==> src/rtl/segre_lsu.sv <==
// -----------------------------------------------------------------------------
// segre_lsu -- load/store unit between the EX stage and a single-port data
// memory. It accepts one operation at a time, issues at most one memory
// transaction, and produces one writeback beat per accepted operation.
//
// Ports
//   clk_i, rsn_i          clock, asynchronous active-low reset
//   ex_valid_i/ex_ready_o EX-stage operation handshake
//   memop_rd_i/memop_wr_i load / store select (both low = pass-through)
//   memop_type_i          0 = BYTE, 1 = HALF, 2 = WORD
//   memop_sign_ext_i      sign-extend BYTE/HALF load data
//   alu_res_i             effective address, or the pass-through result
//   wdata_i               store data, LSB-aligned
//   rd_i, rf_we_i         destination register and writeback enable
//   mem_*                 memory request (req/gnt) and response (rvalid/rdata)
//   wb_*                  writeback beat, valid for exactly one cycle
//   misaligned_o          one-cycle pulse for a misaligned load/store
//   state_o               current FSM state (IDLE=0, REQ=1, WAIT=2, RESP=3)
//
// Handshakes: ex_valid_i/ex_ready_o transfer an operation on a rising edge
// where both are high. mem_req_o stays high with stable address, we, be and
// wdata until a rising edge where mem_gnt_i is high. mem_rvalid_i is only
// honoured in WAIT, or together with mem_gnt_i in REQ; a store also waits
// for rvalid as its write acknowledge.
// -----------------------------------------------------------------------------
module segre_lsu #(
    parameter int ADDR_SIZE = 32,
    parameter int WORD_SIZE = 32,
    parameter int REG_SIZE  = 5
) (
    input  logic                 clk_i,
    input  logic                 rsn_i,
    input  logic                 ex_valid_i,
    output logic                 ex_ready_o,
    input  logic                 memop_rd_i,
    input  logic                 memop_wr_i,
    input  logic [1:0]           memop_type_i,
    input  logic                 memop_sign_ext_i,
    input  logic [ADDR_SIZE-1:0] alu_res_i,
    input  logic [WORD_SIZE-1:0] wdata_i,
    input  logic [REG_SIZE-1:0]  rd_i,
    input  logic                 rf_we_i,
    output logic                 mem_req_o,
    output logic                 mem_we_o,
    output logic [ADDR_SIZE-1:0] mem_addr_o,
    output logic [3:0]           mem_be_o,
    output logic [WORD_SIZE-1:0] mem_wdata_o,
    input  logic                 mem_gnt_i,
    input  logic                 mem_rvalid_i,
    input  logic [WORD_SIZE-1:0] mem_rdata_i,
    output logic                 wb_valid_o,
    output logic                 wb_we_o,
    output logic [REG_SIZE-1:0]  wb_rd_o,
    output logic [WORD_SIZE-1:0] wb_data_o,
    output logic                 misaligned_o,
    output logic [1:0]           state_o
);

    localparam logic [1:0] MT_BYTE = 2'd0;
    localparam logic [1:0] MT_HALF = 2'd1;

    typedef enum logic [1:0] {
        IDLE = 2'd0,
        REQ  = 2'd1,
        WAIT = 2'd2,
        RESP = 2'd3
    } state_e;

    state_e               state_q;
    logic                 ex_ready_q;
    logic [ADDR_SIZE-1:0] addr_q;
    logic [1:0]           type_q;
    logic                 sign_q;
    logic [REG_SIZE-1:0]  rd_q;
    logic                 rf_we_q;
    logic                 store_q;
    logic                 mem_req_q;
    logic                 mem_we_q;
    logic [3:0]           be_q;
    logic [WORD_SIZE-1:0] mem_wdata_q;
    logic                 wb_valid_q;
    logic                 wb_we_q;
    logic [WORD_SIZE-1:0] wb_data_q;
    logic                 misaligned_q;

    // Decode of the operation presented by EX.
    logic                 acc_mem;
    logic                 acc_misaligned;
    logic [3:0]           acc_be;
    logic [WORD_SIZE-1:0] acc_wdata;

    always_comb begin
        acc_mem        = memop_rd_i | memop_wr_i;
        acc_misaligned = 1'b0;
        acc_be         = 4'b1111;
        acc_wdata      = wdata_i;
        case (memop_type_i)
            MT_BYTE: begin
                acc_be    = 4'b0001 << alu_res_i[1:0];
                acc_wdata = {(WORD_SIZE/8){wdata_i[7:0]}};
            end
            MT_HALF: begin
                acc_misaligned = alu_res_i[0];
                acc_be         = 4'b0011 << alu_res_i[1:0];
                acc_wdata      = {(WORD_SIZE/16){wdata_i[15:0]}};
            end
            default: acc_misaligned = |alu_res_i[1:0];
        endcase
    end

    // Load extraction; only aligned accesses reach memory, so a half always
    // sits on lane 0 or lane 2.
    logic [7:0]           byte_sel;
    logic [15:0]          half_sel;
    logic [WORD_SIZE-1:0] ld_data;

    always_comb begin
        byte_sel = mem_rdata_i[{addr_q[1:0], 3'b000} +: 8];
        half_sel = mem_rdata_i[{addr_q[1], 4'b0000} +: 16];
        case (type_q)
            MT_BYTE: ld_data = {{(WORD_SIZE-8){sign_q & byte_sel[7]}}, byte_sel};
            MT_HALF: ld_data = {{(WORD_SIZE-16){sign_q & half_sel[15]}}, half_sel};
            default: ld_data = mem_rdata_i;
        endcase
    end

    // Response completes the transaction; gnt+rvalid together in REQ counts
    // as grant followed immediately by the response.
    logic mem_done;
    assign mem_done = ((state_q == REQ) && mem_gnt_i && mem_rvalid_i) ||
                      ((state_q == WAIT) && mem_rvalid_i);

    always_ff @(posedge clk_i or negedge rsn_i) begin
        if (!rsn_i) begin
            state_q      <= IDLE;
            ex_ready_q   <= 1'b1;
            addr_q       <= '0;
            type_q       <= '0;
            sign_q       <= 1'b0;
            rd_q         <= '0;
            rf_we_q      <= 1'b0;
            store_q      <= 1'b0;
            mem_req_q    <= 1'b0;
            mem_we_q     <= 1'b0;
            be_q         <= '0;
            mem_wdata_q  <= '0;
            wb_valid_q   <= 1'b0;
            wb_we_q      <= 1'b0;
            wb_data_q    <= '0;
            misaligned_q <= 1'b0;
        end else begin
            misaligned_q <= 1'b0;
            case (state_q)
                IDLE: begin
                    if (ex_valid_i) begin
                        ex_ready_q <= 1'b0;
                        addr_q     <= alu_res_i;
                        type_q     <= memop_type_i;
                        sign_q     <= memop_sign_ext_i;
                        rd_q       <= rd_i;
                        rf_we_q    <= rf_we_i;
                        store_q    <= memop_wr_i;
                        if (!acc_mem) begin
                            state_q    <= RESP;
                            wb_valid_q <= 1'b1;
                            wb_we_q    <= rf_we_i;
                            wb_data_q  <= WORD_SIZE'(alu_res_i);
                        end else if (acc_misaligned) begin
                            // Faulting access: no memory traffic, data reads 0.
                            state_q      <= RESP;
                            wb_valid_q   <= 1'b1;
                            wb_we_q      <= 1'b0;
                            wb_data_q    <= '0;
                            misaligned_q <= 1'b1;
                        end else begin
                            state_q     <= REQ;
                            mem_req_q   <= 1'b1;
                            mem_we_q    <= memop_wr_i;
                            be_q        <= acc_be;
                            mem_wdata_q <= acc_wdata;
                        end
                    end
                end
                REQ: begin
                    if (mem_gnt_i) begin
                        mem_req_q <= 1'b0;
                        state_q   <= WAIT;
                    end
                end
                WAIT: ;
                RESP: begin
                    state_q    <= IDLE;
                    wb_valid_q <= 1'b0;
                    wb_we_q    <= 1'b0;
                    ex_ready_q <= 1'b1;
                end
                default: state_q <= IDLE;
            endcase
            // Overrides the REQ->WAIT step when the response is already here.
            if (mem_done) begin
                state_q    <= RESP;
                wb_valid_q <= 1'b1;
                wb_we_q    <= rf_we_q & ~store_q;
                wb_data_q  <= store_q ? '0 : ld_data;
            end
        end
    end

    assign ex_ready_o   = ex_ready_q;
    assign mem_req_o    = mem_req_q;
    assign mem_we_o     = mem_we_q;
    assign mem_addr_o   = {addr_q[ADDR_SIZE-1:2], 2'b00};
    assign mem_be_o     = be_q;
    assign mem_wdata_o  = mem_wdata_q;
    assign wb_valid_o   = wb_valid_q;
    assign wb_we_o      = wb_we_q;
    assign wb_rd_o      = rd_q;
    assign wb_data_o    = wb_data_q;
    assign misaligned_o = misaligned_q;
    assign state_o      = state_q;

endmodule

==> config.mk <==
export PLATFORM = sky130hd
export DESIGN_NAME = segre_lsu
export DESIGN_NICKNAME = d
export VERILOG_FILES = /design/src/rtl/segre_lsu.sv
export SDC_FILE = /design/constraint.sdc
export NUM_CORES = 1
export LEC_CHECK = 0
export BUFFER_PORTS_ARGS = -buffer_cell sky130_fd_sc_hd__buf_2
export CORE_UTILIZATION = 40
export DETAILED_ROUTE_END_ITERATION = 12
export PLACE_DENSITY = 0.67
export SYNTH_ARGS = -nofsm -noshare
export SYNTH_HDL_FRONTEND = slang
export SYNTH_SLANG_ARGS = --single-unit
==> constraint.sdc <==
create_clock -name clk_i -period 5.1 [get_ports clk_i]
set_clock_uncertainty 0.15 [all_clocks]
set_input_delay 0.255 -clock clk_i [delete_from_list [all_inputs] [get_ports clk_i]]
set_output_delay 0.255 -clock clk_i [all_outputs]
set_load 0.005 [all_outputs]
==> metrics.cfg, run 1 <==
[placed_design]
gp_congestion=0.8637
dp_cells=927
io_buffers=222
dp_slack_ps=1921
dp.final_hpwl_microns=12430

[critical_path]
crit_type=flop to flop
timing.rr.end=wb_data_o[17]
reg2reg_depth=8
cp_common_cell=buf_4
ff2ff_setup_slack_ps=1910
r2r-start=state_o[0]
crit_buf_inv=3
start_kind=flop
crit_family=simple AND/OR/NAND/NOR gates
path_max_fanout=44
crit_arrival_ps=3280
cp_slowest_stage_delay_ps=880
cp_slowest_cell=or2_2
crit_required_ps=5190
end_kind=flop
crit_chain=inv_1, ha_1, nand2_2, buf_4, a31oi_4, buf_4, or2_2, a31oi_1

[timing]
fin_crit_ps=3190
setup_ws_ps=1910
fin_setup_tns_ps=0
setup-violations-final=0
timing.fmax_ghz=0.3135
worst_slew_pin_slew_ps=1129
hold_violations=0
slew_violations=0
rsz0062_at_grt=false
post-route-period-util_pct=62.54
relSlewSlack_pct=24.74

[route]
drc=0
wl_per_cell_microns=17.94
via_count=5432
drtAntennaViolNets=0
routed_wl_microns=18370
drt-initial-drc-count=341
drt-vias-per-instance=5.305
firstDrtPassIters=5

[finish]
fillers=1291
final_cell_count_no_fill=1024
nNetsFinal=917
drive_above_1_share_pct=43.35
area_delta_synth_final_pct=36.38

[logic_synthesis]
synth_area_sq_um=6260
synth_xor_area_share_pct=0.1399
yosys.area.top_type=dfrtp_1
yosys_warnings=0
synth-edff-count=0
synth_commonest_cells=dfrtp_1 (117), mux2_2 (60), nand2_1 (50)
synthCells=559
seq_area_frac_synth_pct=47.19
synthAdderAreaFrac_pct=0.9994
avgSynthCellArea_sq_um=11.20
synth-seq-cells=118
muxShareOfSynthArea_pct=17.95
synth_top_family_by_area=multiplexers
yosysMostFrequentCell=dfrtp_1
synth_cell_type_count=54
async_flop_share_pct=100.0
synth-simple-area-share_pct=8.735
post-synth-top-area-fraction_pct=46.77
synth-main-ff-cell=dfrtp_1
synth.area.top_cells=dfrtp_1 (47%), mux2_2 (11%), mux2i_1 (4.6%)
synth_compound_area_share_pct=17.33

[hold_path]
holdCritPathClass=input port to flop
hold_depth=3
min_from=wdata_i[19]
hold_end=mem_wdata_o[19]

[grt]
overflow=0
grt_pass1_vias=5586
antenna_found_initial=1
grt_pass1_wl_microns=28710
grt_use_total_pct=23.22
grt_max_degree=81

[job]
maxCapViolCount=0

[floorplanning]
io_pins=225
placementRows=45
die_area_sq_um=16150
start_util_pct=41.03
die_w_microns=127.1
core_sq_um=15260
fp.dieH_microns=127.1

[clocking]
cts_made_buffers=17
cts_root_buffer=clkbuf_16
cts_tree=built
insertion_delay_ps=410
h-tree-depth=4
cts_setup_buffers=0
cts_hold_buf=65
clk_pin_slew_worst_paths_ps=60
clock_path_buffers=2
cts-resized-gates=0
clock_sinks=118

[pwr]
peakVddDrop_mv=0.2945
p_leak_nw=3.942
p_per_area_nw_per_um2=566.5

[run_status]
status=completed

per-stage QoR:
stage	cell area (sq um)	total power [mW]	util (%)	hold slack, ps
2_1_floorplan	6264	3.005	-	-190.6
3_3_place_gp	7288	3.526	47.77	308.8
3_5_place_dp	7288	3.600	47.77	316.2
4_1_cts	8534	4.869	55.93	1.517
5_1_grt	8537	5.160	55.95	38.19
6_report	8537	4.836	55.95	4.565
cells by family (layout without fill, tap and decap cells):
| kind of cell | after synthesis | count (layout) |
|---|---|---|
| flip-flops | 118 | 118 |
| adder cells (fa/ha/maj) | 5 | 5 |
| AND/OR/NAND/NOR | 119 | 119 |
| other | 1 | 3 |
| AO/OA/AOI/OAI | 133 | 133 |
| multiplexers | 96 | 96 |
| XOR/XNOR | 1 | 1 |
| buffers and inverters | 86 | 338 |
placed cells by master, fill, tap and decap left out, types with 4 or more instances in the layout:
cell / netlist / layout
a21oi_1: 14 / 13
a221o_1: 8 / 8
a22oi_1: 30 / 30
a31oi_1: 17 / 16
a31oi_2: 7 / 7
a31oi_4: 10 / 11
buf_2: 10 / 221
buf_4: 33 / 8
clkbuf_16: 0 / 17
clkinv_2: 0 / 4
clkinvlp_4: 0 / 5
dfrtp_1: 117 / 117
dlygate4sd3_1: 0 / 65
ha_1: 5 / 5
inv_1: 12 / 12
mux2_2: 60 / 60
mux2i_1: 29 / 29
mux4_2: 7 / 7
nand2_1: 50 / 49
nand2b_1: 4 / 4
nor2_1: 16 / 16
nor3_1: 34 / 34
o21ai_0: 26 / 26
flip-flops by register name, summed over array words and instances (netlist names), 2 cells and up:
signal,cells
type_q,2
mem_wdata_o,32
addr_q,32
state_o,2
wb_data_o,32
wb_rd_o,5
mem_be_o,4
tightest hold or removal path, cell delays in order:
cell and delay [ps]:
buf_2 80, mux2i_1 50, o21ai_0 140
metal layers:
layer,part of all wire (%),track usage (%),up-vias
met5,0,0,-
li1,-,-,2490
met2,49,39.59,255
met3,7.5,6.700,33
met1,41,27.03,2654
met4,2.6,10.78,0
report_power, final:
part / internal (mW) / switching, mW / leakage (nW)
Sequential: 1.41 / 0.303 / 1.41
Combinational: 0.991 / 0.923 / 2.25
Clock: 0.774 / 0.434 / 0.280
how the worst max path moves through the flow:
| stage | end | startpoint | slack [ps] | cells past startpoint |
|---|---|---|---|---|
| after CTS | wb_data_o[6] | state_o[1] | 1910 | 8 |
| after floorplan | wb_data_o[21] | state_o[1] | 2940 | 9 |
| after global routing | wb_data_o[13] | state_o[1] | 1700 | 8 |
| after detailed placement | wb_data_o[6] | state_o[1] | 1920 | 8 |
| after global placement | wb_data_o[13] | state_o[0] | 2020 | 8 |
| final | wb_data_o[17] | state_o[0] | 1910 | 8 |
area by class of cell:
type                       count  area, sq um  share of cell area (%)
inverter                      13        48.80                  0.5716
sequential                   118         2954                   34.60
clock inverter                13        156.4                   1.832
clock buffer                  18        439.2                   5.144
antenna                        1        2.502                 0.02931
tap                          211        264.0                   3.092
multi-input combinational    356         2855                   33.45
timing repair buffer         294         1817                   21.28
No activity file was read; power rests on OpenSTA's default activity.
==> run 2: changes to the inputs <==
PLACE_DENSITY = 0.69   (was 0.67)
clock period = 2.7 ns   (was 5.1 ns; I/O delays follow)
==> run 2 against run 1 <==
Against the previous run:
- the flow now finishes with violations (hold timing)
- routed wire length increased by 3.1%
- fmax rose by 26%
- cell count increased by 3.7%
==> metrics.cfg, run 2 (synthesized netlist as in run 1, its figures left out) <==
[run_status]
status=complete, but fails checks
failed_checks=hold timing

[timing]
worst_slew_pin_slew_ps=616.8  ; -512.0 ps
rsz0062_at_grt=false
whs_ps=-3.177  ; -7.742 ps
post-route-period-util_pct=93.53  ; +31 points
fin_crit_ps=2525  ; -664.2 ps
hold_violations=1  ; +1
relSlewSlack_pct=58.88  ; +34 points
timing.fmax_ghz=0.3960  ; +26%
setup-violations-final=0  ; unchanged
slew_violations=0  ; unchanged
fin_setup_tns_ps=0  ; unchanged

[critical_path]
crit_type=flop to flop
path_max_fanout=60  ; +36%
start_kind=flop
crit_arrival_ps=2680  ; -600 ps
end_kind=flop
reg2reg_depth=8  ; unchanged
crit_required_ps=2850  ; -2340 ps

[clocking]
h-tree-depth=4  ; unchanged
clk_pin_slew_worst_paths_ps=60  ; about the same
clock_sinks=118  ; unchanged
insertion_delay_ps=420  ; about the same
cts_tree=built
cts_root_buffer=clkbuf_16
cts_made_buffers=17  ; unchanged
clock_path_buffers=2  ; unchanged

[pwr]
swShare_pct=33.29  ; -1.0 points
pwr-share-clk_pct=26.1  ; +1.1 points
internal_power_mw=6.235  ; +96%
p_leak_nw=4.146  ; +5.2%
peakVddDrop_mv=0.5139  ; +74%
net-switching-power_mw=3.112  ; +88%
p_seq_share_pct=34.5  ; -1.0 points
comb_power_share_pct=39.4  ; -0.2 points
p_per_area_nw_per_um2=1041  ; +84%

[floorplanning]
die_w_microns=127.1  ; unchanged
start_util_pct=41.03  ; unchanged
die_area_sq_um=16150  ; unchanged
placementRows=45  ; unchanged
io_pins=225  ; unchanged
fp.dieH_microns=127.1  ; unchanged
core_sq_um=15260  ; unchanged

[placed_design]
io_buffers=222  ; unchanged
dp.final_hpwl_microns=12200  ; -1.9%
dpl_cell_area_sq_um=7366  ; +1.1%
gp_congestion=0.8301  ; -3.9%

[route]
firstDrtPassIters=4  ; -1
via_count=5556  ; +2.3%
drc=0  ; unchanged
drt-vias-per-instance=5.232  ; -1.4%
drtAntennaViolNets=0  ; unchanged
wl_per_cell_microns=17.84  ; -0.54%
routed_wl_microns=18950  ; +3.1%
drt-initial-drc-count=314  ; -7.9%

[finish]
final_common_cell=buf_2
nNetsFinal=956  ; +4.3%
stdcell_area_sq_um=8981  ; +5.2%
area_delta_synth_final_pct=43.47
fillers=1290  ; -0.077%
antenna_cells=0  ; -1
drive_above_1_share_pct=41.95  ; -1.4 points
final_cell_mix=buf_2 (221), dfrtp_1 (117), dlygate4sd3_1 (97)

[job]
maxCapViolCount=0  ; unchanged

[grt]
antenna_found_initial=0  ; -1
grt_pass1_vias=5705  ; +2.1%
overflow=0  ; unchanged
grt_use_total_pct=24.24  ; +1.0 points
grt_max_degree=61  ; -25%
grt_pass1_wl_microns=30170  ; +5.1%

[hold_path]
hold_depth=3  ; unchanged
holdCritPathClass=input port to flop

## run 2: cell count changes in the layout (fill, tap and decap cells not counted), moves of 2 or more
| cell | before | now |
|---|---|---|
| dlygate4sd3_1 | 65 | 97 |
| buf_12 | 0 | 2 |
| clkbuf_1 | 0 | 2 |
| clkbuf_8 | 1 | 4 |
| clkinv_2 | 4 | 2 |
| clkinvlp_4 | 5 | 2 |
| buf_4 | 8 | 13 |
## run 2: metal layers
metal  vias to the layer above  track usage, %  wire length [microns]
li1                       2584               -                      -
met1                      2679           29.68                   7777
met2                       266           41.08                   9373
met3                        27           6.784                   1468
met4                         0           8.403                    329
met5                         -               0                      0
## run 2: worst paths after layout
check / slack (ps) / startpoint / endpoint
min reg2reg: 320 / mem_wdata_o[12] / mem_wdata_o[12]
max: 170 / state_o[0] / mem_be_o[0]
min in group asynchronous: 90 / rsn_i / addr_q[18]
max reg2reg: 170 / state_o[0] / mem_be_o[0]
min: -3 / memop_rd_i / misaligned_o
max in group asynchronous: 1480 / rsn_i / mem_wdata_o[28]
## run 2: through the flow
step	setup slack [ps]	power [mW]	cells	util (%)
final	174.6	9.347	1062	58.86
after global placement	206.7	6.697	934	48.27
after CTS	84.29	9.371	1062	58.79
after floorplan	535.0	5.677	560	-
after global routing	17.13	9.961	1062	58.86
after detailed placement	97.19	6.781	934	48.27
## run 2: area by class of cell
| cell class | count | area [sq um] | share of cell area [%] |
|---|---|---|---|
| clock inverters | 8 | 145.1 | 1.616 |
| repair buffers | 333 | 2215 | 24.66 |
| inverters | 13 | 48.80 | 0.5433 |
| clock buffers | 23 | 488.0 | 5.433 |
| multi-input cells | 356 | 2867 | 31.92 |
| well taps | 211 | 264.0 | 2.940 |
| flip-flops and latches | 118 | 2954 | 32.89 |
## run 2: critical path, cell delays in order (launching register included)
cell and delay, ps:
dfrtp_1 430, inv_1 110, ha_1 330, o211ai_4 190
nand3b_1 240, buf_12 230, nand2_1 90, o31ai_1 60
dlygate4sd3_1 570
## run 2: power groups by stage
stage          registers (mW)  logic [mW]  clock network (mW)
3_5_place_dp             3.23        3.55                   0
3_3_place_gp             3.21        3.49                   0
4_1_cts                  3.21        3.68                2.48
2_1_floorplan            3.17        2.51                   0
5_1_grt                  3.34        4.06                2.57
6_report                 3.22        3.68                2.44
## run 2: timing repair
action	4_1_cts	5_1_grt
setup endpoints to repair	0	24
gates resized for setup	0	2
hold buffers	97	0
setup buffers	0	0
hold endpoints to repair	175	0
==> run 3: changes to the inputs <==
BUFFER_PORTS_ARGS = -buffer_cell sky130_fd_sc_hd__buf_4   (was -buffer_cell sky130_fd_sc_hd__buf_2)
==> run 3 against run 2 <==
Against the previous run:
- the run now ends clean
- count of clock-buffer cells in the layout is 5 lower
- total power is 7.5% higher
- worst hold slack better by 3.2 ps
- sequential cell count stayed put
- combinational power is 14% higher
- worst setup slack better by 35 ps
- non-clock buffer count is 6 higher
- critical endpoint unchanged
==> metrics.cfg, run 3 (synthesized netlist as in run 1, its figures left out) <==
[run_status]
status=completed

[finish]
final_common_cell=buf_4
antenna_cells=0  ; unchanged
area_delta_synth_final_pct=54.05
final_cell_mix=buf_4 (231), dfrtp_1 (117), dlygate4sd3_1 (105)
drive_above_1_share_pct=41.84  ; -0.11 points
nNetsFinal=962  ; +0.63%
fin_util_pct=63.20  ; +4.3 points

[grt]
grt-busiest-layer=met2
antenna_found_initial=0  ; unchanged
grt_pass1_wl_microns=30970  ; +2.7%
grt_max_degree=81  ; +33%
grt_use_total_pct=25.12  ; +0.88 points
globalRouteMet2Util_pct=42.92  ; +1.8 points
grt_use_met1_pct=29.64  ; -0.044 points
grt_pass1_vias=5871  ; +2.9%
overflow=0  ; unchanged
use_met3_pct=7.496  ; +0.71 points

[route]
via_count=5667  ; +2.0%
drt-initial-drc-count=332  ; +5.7%
wl_per_cell_microns=18.43  ; +3.3%
firstDrtPassIters=5  ; +1
drc=0  ; unchanged
drt-vias-per-instance=5.301  ; +1.3%
drtAntennaViolNets=0  ; unchanged
routed_wl_microns=19700  ; +4.0%

[critical_path]
start_kind=flop
end_kind=flop
crit_arrival_ps=2650  ; -30 ps
ff2ff_setup_slack_ps=210  ; +30 ps
crit_type=flop to flop
path_max_fanout=58  ; -3.3%
reg2reg_depth=8  ; unchanged
crit_required_ps=2860  ; about the same

[placed_design]
gp_congestion=0.8661  ; +4.3%
dp_slack_ps=103.2  ; +5.977 ps
dp.final_hpwl_microns=13010  ; +6.6%
io_buffers=222  ; unchanged

[timing]
fin_setup_tns_ps=0  ; unchanged
setup_ws_ps=209.1  ; +34.54 ps
hold_violations=0  ; -1
post-route-period-util_pct=92.25  ; -1.3 points
fin_crit_ps=2491  ; -34.54 ps
rsz0062_at_grt=false
worst_slew_pin_slew_ps=622.6  ; +5.773 ps
timing.fmax_ghz=0.4015  ; +1.4%
setup-violations-final=0  ; unchanged
relSlewSlack_pct=58.49  ; -0.38 points
slew_violations=0  ; unchanged

[clocking]
clock_sinks=118  ; unchanged
h-tree-depth=4  ; unchanged
clock_path_buffers=2  ; unchanged
insertion_delay_ps=420  ; about the same
clk_pin_slew_worst_paths_ps=60  ; about the same
cts_tree=built
cts_root_buffer=clkbuf_16
cts_made_buffers=17  ; unchanged

[floorplanning]
placementRows=45  ; unchanged
fp.dieH_microns=127.1  ; unchanged
core_sq_um=15260  ; unchanged
start_util_pct=41.03  ; unchanged
die_area_sq_um=16150  ; unchanged
die_w_microns=127.1  ; unchanged
io_pins=225  ; unchanged

[hold_path]
hold_depth=3  ; unchanged
holdCritPathClass=input port to flop

[pwr]
p_per_area_nw_per_um2=1042  ; about the same
peakVddDrop_mv=0.5173  ; +0.66%
p_leak_nw=4.361  ; +5.2%

[job]
maxCapViolCount=0  ; unchanged

-- run 3: report_power, final --
part	internal [mW]	switching, mW	total, mW
logic	2.41	1.79	4.21
clock network	1.67	0.866	2.54
registers	2.67	0.634	3.30
total	6.75	3.29	10.0
-- run 3: metal layers --
metal | wire (microns) | vias to the layer above
li1 | - | 2591
met4 | 520 | 0
met3 | 1557 | 47
met1 | 7852 | 2744
met5 | 0 | -
met2 | 9769 | 285
-- run 3: metrics by stage --
step	instance area [sq um]	hold WS, ps	power (mW)	cells
6_report	9643	0.01454	10.04	1069
5_1_grt	9643	6.892	10.63	1069
4_1_cts	9622	1.441	10.06	1068
3_5_place_dp	7909	-9.931	7.347	931
3_3_place_gp	7909	-17.27	7.188	931
2_1_floorplan	6264	-310.6	5.677	560
-- run 3: cell type report --
type / count / area (sq um)
Inverter: 13 / 48.80
Sequential cell: 118 / 2954
Tap cell: 211 / 264.0
Fill cell: 1155 / 5615
Multi-Input combinational cell: 356 / 2869
Clock buffer: 18 / 439.2
Clock inverter: 14 / 222.7
Timing Repair Buffer: 339 / 2845
-- run 3: worst max-delay path, cell delays in order, from the launching register on --
cell	delay [ps]
dfrtp_1	450
inv_1	110
ha_2	270
o211ai_4	160
nand3b_1	280
buf_12	260
nand2_1	90
o31ai_1	50
dlygate4sd3_1	560
-- run 3: timing repair --
action                     4_1_cts  5_1_grt
hold buffers                   105        0
setup buffers                    0        1
setup endpoints to repair        0       27
hold endpoints to repair       152        0
resized for setup                0        3
-- run 3: path summary, 6_finish.rpt --
| check | start | endpoint |
|---|---|---|
| worst max-delay path | state_o[0] | mem_be_o[0] |
| worst min-delay path | memop_rd_i | misaligned_o |
| worst max register to register | state_o[0] | mem_be_o[0] |
| worst min register to register | mem_wdata_o[9] | mem_wdata_o[9] |
| max in group asynchronous | rsn_i | ex_ready_o |
| min in group asynchronous | rsn_i | addr_q[16] |
